$ cat config.mk
export PLATFORM = sky130hd
export DESIGN_NAME = jk_cmd_sequencer
export DESIGN_NICKNAME = d
export VERILOG_FILES = /design/src/rtl/jk_cmd_sequencer.sv
export SDC_FILE = /design/constraint.sdc
export NUM_CORES = 1
export LEC_CHECK = 0
export CAP_MARGIN = 20
export CORE_MARGIN = 4
export CORE_UTILIZATION = 52
export DETAILED_ROUTE_END_ITERATION = 10
export PLACE_DENSITY = 0.76
export SKIP_LAST_GASP = 1
export SYNTH_ARGS = -nofsm -noshare
export SYNTH_HDL_FRONTEND = slang
export SYNTH_SLANG_ARGS = --single-unit
$ cat constraint.sdc
create_clock -name clk -period 2.7 [get_ports clk]
set_input_delay 0.54 -clock clk [delete_from_list [all_inputs] [get_ports clk]]
set_output_delay 0.54 -clock clk [all_outputs]
set_load 0.05 [all_outputs]
$ cat src/rtl/jk_cmd_sequencer.sv
// rtl/jk_cmd_sequencer.sv - JK command FIFO, drive sequencer and shadow-Q checker
module jk_cmd_sequencer #(
    parameter int DEPTH       = 4,
    parameter int HOLD_CYCLES = 2,
    parameter int GAP_CYCLES  = 1
) (
    input  logic       clk,
    input  logic       rst_n,
    input  logic       cmd_valid,
    input  logic [1:0] cmd_op,
    output logic       cmd_ready,
    output logic       J,
    output logic       K,
    input  logic       q_fb,
    input  logic       mismatch_clr,
    output logic       exp_q,
    output logic       mismatch,
    output logic       busy,
    output logic [7:0] cmd_count
);

    localparam int AW = (DEPTH > 1) ? $clog2(DEPTH) : 1;
    localparam int CW = 16;
    localparam logic [CW-1:0] HOLD_LAST = CW'(HOLD_CYCLES - 1);
    localparam logic [CW-1:0] GAP_LAST  = CW'(GAP_CYCLES - 1);

    typedef enum logic [1:0] {S_IDLE, S_DRIVE, S_GAP} state_t;

    state_t        state_q;
    logic [1:0]    mem_q [DEPTH];
    logic [AW-1:0] wr_ptr_q, rd_ptr_q;
    logic [AW:0]   count_q;
    logic          ready_q;
    logic [1:0]    op_q;
    logic [CW-1:0] cnt_q;
    logic          j_q, k_q, shadow_q, mismatch_q;
    logic [7:0]    cmd_count_q;

    logic          push, pop, gap_last, shadow_d;
    logic [1:0]    head_op;
    logic [CW-1:0] win_last;

    // ready_q keeps cmd_ready low while reset is held and releases on the first edge after
    assign cmd_ready = ready_q & (count_q != (AW+1)'(DEPTH));
    assign push      = cmd_valid & cmd_ready;
    assign head_op   = mem_q[rd_ptr_q];
    assign gap_last  = (state_q == S_GAP) && (cnt_q == '0);
    assign pop       = (count_q != '0) && ((state_q == S_IDLE) || gap_last);
    // Toggle is single-shot so the storage stage flips exactly once
    assign win_last  = (head_op == 2'b11) ? '0 : HOLD_LAST;

    always_comb begin
        shadow_d = shadow_q;
        case (op_q)
            2'b01:   shadow_d = 1'b0;
            2'b10:   shadow_d = 1'b1;
            2'b11:   shadow_d = ~shadow_q;
            default: shadow_d = shadow_q;
        endcase
    end

    always_ff @(posedge clk) begin
        if (push) mem_q[wr_ptr_q] <= cmd_op;
    end

    always_ff @(posedge clk or negedge rst_n) begin
        if (!rst_n) begin
            ready_q  <= 1'b0;
            wr_ptr_q <= '0;
            rd_ptr_q <= '0;
            count_q  <= '0;
        end else begin
            ready_q <= 1'b1;
            if (push) wr_ptr_q <= wr_ptr_q + 1'b1;
            if (pop)  rd_ptr_q <= rd_ptr_q + 1'b1;
            case ({push, pop})
                2'b10:   count_q <= count_q + 1'b1;
                2'b01:   count_q <= count_q - 1'b1;
                default: count_q <= count_q;
            endcase
        end
    end

    always_ff @(posedge clk or negedge rst_n) begin
        if (!rst_n) begin
            state_q     <= S_IDLE;
            j_q         <= 1'b0;
            k_q         <= 1'b0;
            op_q        <= 2'b00;
            cnt_q       <= '0;
            shadow_q    <= 1'b0;
            mismatch_q  <= 1'b0;
            cmd_count_q <= 8'd0;
        end else begin
            if (mismatch_clr) mismatch_q <= 1'b0;
            case (state_q)
                S_IDLE: begin
                    if (pop) begin
                        {j_q, k_q} <= head_op;
                        op_q       <= head_op;
                        cnt_q      <= win_last;
                        state_q    <= S_DRIVE;
                    end
                end
                S_DRIVE: begin
                    if (cnt_q == '0) begin
                        j_q         <= 1'b0;
                        k_q         <= 1'b0;
                        shadow_q    <= shadow_d;
                        cmd_count_q <= cmd_count_q + 8'd1;
                        cnt_q       <= GAP_LAST;
                        state_q     <= S_GAP;
                    end else begin
                        cnt_q <= cnt_q - 1'b1;
                    end
                end
                S_GAP: begin
                    // Later assignment lets a compare failure override a same-edge clear
                    if ((cnt_q == GAP_LAST) && (q_fb != shadow_q)) mismatch_q <= 1'b1;
                    if (cnt_q == '0) begin
                        if (pop) begin
                            {j_q, k_q} <= head_op;
                            op_q       <= head_op;
                            cnt_q      <= win_last;
                            state_q    <= S_DRIVE;
                        end else begin
                            state_q <= S_IDLE;
                        end
                    end else begin
                        cnt_q <= cnt_q - 1'b1;
                    end
                end
                default: state_q <= S_IDLE;
            endcase
        end
    end

    assign J         = j_q;
    assign K         = k_q;
    assign exp_q     = shadow_q;
    assign mismatch  = mismatch_q;
    assign cmd_count = cmd_count_q;
    assign busy      = (state_q != S_IDLE) || (count_q != '0);

endmodule

==> results of run 1 <==
[what timing repair did]
item | in CTS | in global routing
hold buffers | 0 | 0
resized for setup | 0 | 0
buffers inserted | 3 | 2
endpoints found under the setup margin | 1 | 2
pin swaps | 4 | 0
[cell usage in the layout, fill, tap and decap left out, types with 3 or more instances in the layout]
cell type and instances:
clkbuf_8 6, nand2b_1 5, ha_1 10, nor4_1 6, nand2_1 22, clkdlybuf4s50_1 18, nand3_1 4, edfxtp_1 8
a21o_1 4, and3_1 5, o22ai_1 3, inv_1 14, nor3_1 15, buf_4 24, o21ai_1 3, dfrtp_1 40
mux2_2 4, xnor2_1 6, nor2_1 17, or2_2 3, xor2_1 10, o21ai_0 16, a21oi_1 3
[critical path, stage by stage (launching register included)]
cell     delay, ns
dfrtp_1       0.41
inv_2         0.08
ha_4          0.12
or4b_4        0.46
o41a_1        0.49
nor2_2        0.13
ha_2          0.20
inv_1         0.05
fa_2          0.33
xor2_1        0.14
nor2_1        0.11
xor2_1        0.15
[cell type report]
class | instances | area, µm²
clock buffers | 6 | 82.6
clock inverters | 2 | 17.5
fillers | 374 | 1630
inverters | 15 | 56.3
multi-input cells | 172 | 1210
flip-flops and latches | 48 | 1240
well taps | 54 | 67.6
repair buffers | 44 | 385
[routing by layer]
layer	wire length (µm)	track usage (%)	part of all wire, %
met3	192	2.90	3.7
met1	2330	23.7	44
met4	74	6.05	1.4
met2	2650	33.2	50
met5	0	0	0
[registers in the layout, summed over array words and instances (netlist names)]
signal	flops
count_q	3
mismatch	1
op_q	2
state_q	2
cmd_count	8
ready_q	1
J	1
exp_q	1
K	1
rd_ptr_q	2
cnt_q	16
mem_q	8
wr_ptr_q	2
[path summary, 6_finish.rpt]
kind	startpoint	endpoint	slack [ns]
max	state_q[0]$_DFFE_PN0P_	count_q[2]$_DFFE_PN0P_	-0.04
min	rst_n	cnt_q[3]$_DFFE_PN0P_	0.36
max reg2reg	state_q[0]$_DFFE_PN0P_	count_q[2]$_DFFE_PN0P_	-0.04
min reg2reg	cmd_count[7]$_DFFE_PN0P_	cmd_count[7]$_DFFE_PN0P_	0.48
max in group asynchronous	rst_n	cmd_count[5]$_DFFE_PN0P_	1.77
min in group clk	cmd_count[7]$_DFFE_PN0P_	cmd_count[7]$_DFFE_PN0P_	0.48
[stage by stage]
| stage | setup WS, ns | util, % | instances |
|---|---|---|---|
| floorplan | -0.0504 | - | 240 |
| global placement | 0.0297 | 62.2 | 328 |
| detailed placement | -0.0480 | 62.2 | 328 |
| CTS | -0.00939 | 64.9 | 339 |
| global route | -0.175 | 65.2 | 341 |
| finish | -0.0394 | 65.2 | 341 |
[cell families after synthesis]
kind of cell	after synthesis
xor gates and xnor gates	16
DFF	48
AOI/OAI and AO/OA	45
and+or+nand+nor	90
adders and majority gates	13
other	1
buffers and inverters	20
muxes	7
==> flow_summary.ini, run 1 <==
[logic_synthesis]
yosys.area.top_type_share_pct = 39.8
synth_compound_area_share_pct = 11.8
syn-instance-count = 240
synth-seq-cells = 48
ys.flop_type = dfrtp_1
synthTopCellsByCount = dfrtp_1 (40), nand2_1 (22), nor2_1 (18), o21ai_0 (16)
synth_fa_ha_area_share_pct = 6.77
yosys.area.top_type = dfrtp_1
synthArstFlopShare_pct = 83.3
synth_warnings = 0
yosys-mux-area-fraction_pct = 3.98
syn_area_um2 = 2510
synthXorXnorAreaFrac_pct = 5.57
ys_types = 50
synth_edf_count = 8
synth_top_family_by_area = simple AND/OR/NAND/NOR gates
yosysMostFrequentCell = dfrtp_1
synth-simple-area-share_pct = 18.7
syn-num-nets = 260
syn_area_per_cell_um2 = 10.5
ys_seq_area_share_pct = 49.4
ys_top_cells_by_area = dfrtp_1 (40%), edfxtp_1 (9.6%), ha_1 (6.0%)

[timing]
relSlewSlack_pct = 39.0
tightest_slew_ns = 0.914
skew_ns = 0.00579
setup_viol = 1
fin_setup_tns_ns = -0.0394
fin_crit_ns = 2.74
rsz0062_at_grt = yes
worst_slack_ns = -0.0394
hold_viol_final = 0
finalMaxSlewViolations = 0
max_freq_ghz = 0.365
fin_hold_ws_ns = 0.358
fin_crit_sh_pct = 101

[place]
place_congestion = 0.847
detailed_place_hpwl_um = 3770
io_buffers = 20
placed_cell_area_um2 = 2920

[global_routing]
track_usage_pct = 18.8
grt_pass1_wl_um = 9040
grt_antenna_before_repair = 0
grt_max_degree = 41
grt_pass1_vias = 1931
overflow = 0

[worst_hold_path]
min_path_type = input port to async pin

[final_layout]
nNetsFinal = 306
area_growth_pct = 21.7
stdcell_area_um2 = 3060
drive_gt1_share_pct = 19.5
diodes = 0

[critical_path]
r2r_cells = 11
cp-end-kind = register
critPathKind = register to register
cp_max_fo = 3
cp_data_arrival_time_ns = 2.97
crit_required_ns = 2.93
worst_setup_path_start_kind = register

[detailed_routing]
wire_per_inst_um = 15.4
num_vias = 1916
viasPerCell = 5.62
routed_wl_um = 5250
drt_first_pass_iters = 5
drt_iter0_markers = 81
ant_nets = 0
drc = 0

[floorplan]
num_rows = 25
core_um2 = 4690
die_y_um = 77.5
initial_core_util_pct = 53.6
die_x_um = 77.5
ios = 21
dieArea_um2 = 6010

[status]
outcome = finished with violations
failed_checks = setup timing

[clock_tree]
h-tree-depth = 2
clk_path_buf_depth = 2
cts.sinks = 48
clockRootBuffer = clkbuf_8
numCtsBuffers = 5
clkSlewWorstSetupHoldPaths_ns = 0.09
clk_latency_ns = 0.30
cts_tree = yes

[flow_run]
maxCapViolations = 0
Power of run 1 is left out: the tool's default activity adds up to more than one toggle a clock period on the data nets, which glitch-free logic cannot reach.
==> run 2, diff against run 1 <==
- GPL_TIMING_DRIVEN: default -> 0
==> flow_summary.ini, run 2 (synthesis results as in run 1) <==
[status]
outcome = finished with violations
failed_checks = setup timing

[timing]
fin_hold_ws_ns = 0.342
fin_crit_ns = 2.75
worst_slack_ns = -0.0461
finalMaxSlewViolations = 0
rsz0062_at_grt = yes
setup_viol = 1
max_freq_ghz = 0.364
tightest_slew_ns = 0.866
relSlewSlack_pct = 42.3
hold_viol_final = 0
fin_crit_sh_pct = 102
skew_ns = 0.00629

[critical_path]
crit_top_cell = xor2_1
crit_required_ns = 2.93
critPathKind = register to register
slowest_delay_ns = 0.46
worstPathCellList = inv_2 -> ha_1 -> or4b_4 -> o41a_1 -> nor2_4 -> ha_4 -> inv_1 -> fa_2 -> xor2_1 -> nor2_1 -> xor2_1
worst_path_max_delay_cell = or4b_4
cp-end-kind = register
cp_data_arrival_time_ns = 2.98
worst_setup_path_start_kind = register
path_delay_family = simple AND/OR/NAND/NOR gates
cp_max_fo = 3
r2r_slack_ns = -0.05
critPathBufInv = 2

[global_routing]
grt_antenna_before_repair = 0
grt_max_degree = 41
grt_pass1_vias = 1917
grt_pass1_wl_um = 8680
track_usage_pct = 18.1
overflow = 0

[floorplan]
die_x_um = 77.5
ios = 21
num_rows = 25
dieArea_um2 = 6010
initial_core_util_pct = 53.6
core_um2 = 4690
die_y_um = 77.5

[detailed_routing]
ant_nets = 0
drt_first_pass_iters = 4
viasPerCell = 5.65
drt_iter0_markers = 171
drc = 0
wire_per_inst_um = 15.3
routed_wl_um = 5180
num_vias = 1914

[place]
detailed_place_hpwl_um = 3480
place_congestion = 0.896
io_buffers = 20

[final_layout]
diodes = 0
area_growth_pct = 22.8
regMostFlops = cnt_q
nNetsFinal = 304
layout_commonest_cell = dfrtp_1
largest_register_ffs = 16
drive_gt1_share_pct = 20.0
layout_common_cells = dfrtp_1 (38), nand2_1 (22), buf_4 (18)
nFillCells = 369

[clock_tree]
h-tree-depth = 2
cts_tree = yes
clkSlewWorstSetupHoldPaths_ns = 0.09
clockRootBuffer = clkbuf_8
cts.hold.buffers_added = 0
clk_path_buf_depth = 2
cts.sinks = 48
clk_latency_ns = 0.30
numCtsBuffers = 5

[worst_hold_path]
min_path_type = input port to async pin

[flow_run]
maxCapViolations = 0
run 2: cell count changes in the layout (fill, tap and decap cells not counted), sizes merged:
cell | before | now
buf | 26 | 22
dlymetal6s2s | 0 | 2
inv | 17 | 15
bufinv | 0 | 1
clkbuf | 6 | 7
clkdlybuf4s50 | 18 | 17
clkinv | 0 | 1
run 2: layout make-up:
type	count	area (µm²)	share of cell area [%]
clock buffers	6	72.6	2.35
multi-input cells	172	1240	40.3
well taps	54	67.6	2.19
inverters	15	56.3	1.82
repair buffers	38	335	10.9
plain buffers	4	32.5	1.05
clock inverters	2	35.0	1.13
flip-flops and latches	48	1240	40.3
run 2: stage by stage:
| step | area, µm² | worst slack [ns] | setup TNS [ns] | std cells | utilization [%] |
|---|---|---|---|---|---|
| after floorplan | 2540 | -0.0504 | -0.0504 | 240 | - |
| after global placement | 2810 | -0.219 | -0.320 | 314 | 59.9 |
| after detailed placement | 2800 | -0.232 | -0.389 | 314 | 59.8 |
| after CTS | 2980 | -0.0551 | -0.0551 | 329 | 63.5 |
| after global routing | 3090 | -0.122 | -0.144 | 339 | 65.8 |
| final | 3090 | -0.0461 | -0.0461 | 339 | 65.8 |
run 2: final timing paths:
kind                                     startpoint                  endpoint  cells past startpoint
hold / removal                                rst_n      cnt_q[2]$_DFFE_PN0P_                      1
setup / recovery               cnt_q[0]$_DFFE_PN0P_    count_q[2]$_DFFE_PN0P_                     11
hold reg to reg            cmd_count[7]$_DFFE_PN0P_  cmd_count[7]$_DFFE_PN0P_                      1
max in group asynchronous                     rst_n      cnt_q[6]$_DFFE_PN0P_                      1
min in group clk           cmd_count[7]$_DFFE_PN0P_  cmd_count[7]$_DFFE_PN0P_                      1
setup reg to reg               cnt_q[0]$_DFFE_PN0P_    count_q[2]$_DFFE_PN0P_                     11
run 2: worst reg2reg max path: cells and delay by family (launching register included):
family	cells	cell delay [ns]
compound gates	1	0.46
xor+xnor	2	0.29
flops	1	0.41
fa+ha+maj	3	0.62
buf+inv	2	0.14
simple gates	3	0.74
run 2: per-layer routing:
| metal | wire [µm] | vias up | global-route usage [%] | part of all wire, % |
|---|---|---|---|---|
| met4 | 70 | 0 | 6.94 | 1.4 |
| met3 | 242 | 6 | 4.52 | 4.7 |
| li1 | - | 942 | - | - |
| met2 | 2510 | 45 | 30.3 | 49 |
| met5 | 0 | - | 0 | 0 |
| met1 | 2350 | 921 | 22.6 | 45 |
run 2: timing repair:
action,4_1_cts,5_1_grt
gates cloned,0,0
pin swaps,2,0
hold endpoints to repair,0,0
resized for setup,5,7
setup buffers,7,11
setup endpoints to repair,3,12
Power of run 2 is left out for the same reason.
==> run 3, diff against run 2 <==
- CORE_UTILIZATION: 52 -> 54
- CTS_BUF_LIST: default -> sky130_fd_sc_hd__clkbuf_4 sky130_fd_sc_hd__clkbuf_8
- PLACE_DENSITY: 0.76 -> 0.78
- TNS_END_PERCENT: default -> 5
==> flow_summary.ini, run 3 (synthesis results as in run 1) <==
[status]
outcome = finished with violations
failed_checks = setup timing

[final_layout]
diodes = 0
nNetsFinal = 296
layout_common_cells = dfrtp_1 (36), nand2_1 (22), clkdlybuf4s50_1 (19)
layout_commonest_cell = dfrtp_1
regMostFlops = cnt_q
utilization_pct = 67.8
largest_register_ffs = 16
stdcell_area_um2 = 3010
drive_gt1_share_pct = 18.1
area_growth_pct = 19.8

[place]
io_buffers = 20
placed_cell_area_um2 = 2800
post-place-ws_ns = -0.281
detailed_place_hpwl_um = 3550
place_congestion = 0.838

[clock_tree]
clk_latency_ns = 0.30
cts.sinks = 48
cts_tree = yes
clockRootBuffer = clkbuf_8
clk_path_buf_depth = 2
h-tree-depth = 2
clkSlewWorstSetupHoldPaths_ns = 0.09
numCtsBuffers = 5

[critical_path]
worst_setup_path_start_kind = register
cp-startpoint = cnt_q[6]$_DFFE_PN0P_
cp_max_fo = 7
critPathKind = register to register
crit_required_ns = 2.88
cp-end-kind = register
reg2reg_from = cnt_q[6]$_DFFE_PN0P_
cp_data_arrival_time_ns = 2.98

[timing]
rsz0062_at_grt = yes
fin_crit_ns = 2.80
relSlewSlack_pct = 41.3
worst_slack_ns = -0.101
finalMaxSlewViolations = 0
hold_viol_final = 0
max_freq_ghz = 0.357
fin_crit_sh_pct = 104
setup_viol = 6
tightest_slew_ns = 0.881
fin_hold_ws_ns = 0.355
skew_ns = 0.00737

[floorplan]
die_x_um = 76.2
ios = 21
die_y_um = 76.2
initial_core_util_pct = 56.6
dieArea_um2 = 5810
core_um2 = 4440
num_rows = 24

[global_routing]
grt_pass1_wl_um = 8950
overflow = 0
grt_max_degree = 41
grt_antenna_before_repair = 0
track_usage_pct = 18.9
grt_pass1_vias = 1883

[detailed_routing]
ant_nets = 0
viasPerCell = 5.82
drt_first_pass_iters = 4
routed_wl_um = 5110
num_vias = 1914
drc = 0
wire_per_inst_um = 15.5
drt_iter0_markers = 140

[flow_run]
maxCapViolations = 0

[worst_hold_path]
min_path_type = input port to async pin
==> run 3: cell count changes in the layout (fill, tap and decap cells not counted), moves of 2 or more <==
cell | before | now
clkdlybuf4s50_1 | 17 | 19
dfrtp_2 | 2 | 4
buf_4 | 18 | 9
dfrtp_1 | 38 | 36
dlymetal6s2s_1 | 2 | 0
==> run 3: what timing repair did <==
action / in CTS / in global routing
endpoints found under the setup margin: 3 / 20
pin swaps: 4 / 2
buffers inserted: 3 / 6
gates resized for setup: 6 / 3
hold buffers: 0 / 0
==> run 3: per-layer routing <==
layer  global-route usage [%]  vias to the layer above  routed length (µm)  share of wire (%)
met5                        0                        -                   0                  0
met4                     6.16                        0                  84                1.6
met3                     3.90                       13                 228                4.5
met2                     33.0                       51                2610                 51
met1                     23.3                      925                2190                 43
li1                         -                      925                   -                  -
==> run 3: worst max-delay path, cell delays in order, from the launching register on <==
cell     delay, ns
dfrtp_2       0.46
or4_4         0.52
buf_6         0.15
o41a_1        0.47
nor2_4        0.18
ha_4          0.15
inv_1         0.05
fa_2          0.33
xor2_1        0.14
nor2_1        0.06
xor2_1        0.15
==> run 3: path summary, 6_finish.rpt <==
| kind | end | slack, ns | cells past startpoint |
|---|---|---|---|
| hold / removal | cnt_q[2]$_DFFE_PN0P_ | 0.35 | 1 |
| setup reg to reg | count_q[2]$_DFFE_PN0P_ | -0.10 | 10 |
| hold reg to reg | cmd_count[7]$_DFFE_PN0P_ | 0.47 | 1 |
| max in group asynchronous | state_q[0]$_DFFE_PN0P_ | 1.73 | 1 |
| setup / recovery | count_q[2]$_DFFE_PN0P_ | -0.10 | 10 |
| min in group clk | cmd_count[7]$_DFFE_PN0P_ | 0.47 | 1 |
==> run 3: area by class of cell <==
| cell class | count | area [µm²] |
|---|---|---|
| Clock buffer | 5 | 68.8 |
| Sequential cell | 48 | 1250 |
| Fill cell | 336 | 1430 |
| Clock inverter | 3 | 42.5 |
| Timing Repair Buffer | 29 | 263 |
| Buffer | 5 | 36.3 |
| Tap cell | 52 | 65.1 |
| Inverter | 15 | 56.3 |
| Multi-Input combinational cell | 172 | 1230 |
==> run 3: metrics by stage <==
step / cells / TNS, ns
after floorplan: 240 / -0.0504
after global routing: 329 / -1.06
after detailed placement: 312 / -0.476
after CTS: 323 / -0.0924
final: 329 / -0.226
after global placement: 312 / -0.360
Power of run 3 is left out for the same reason.
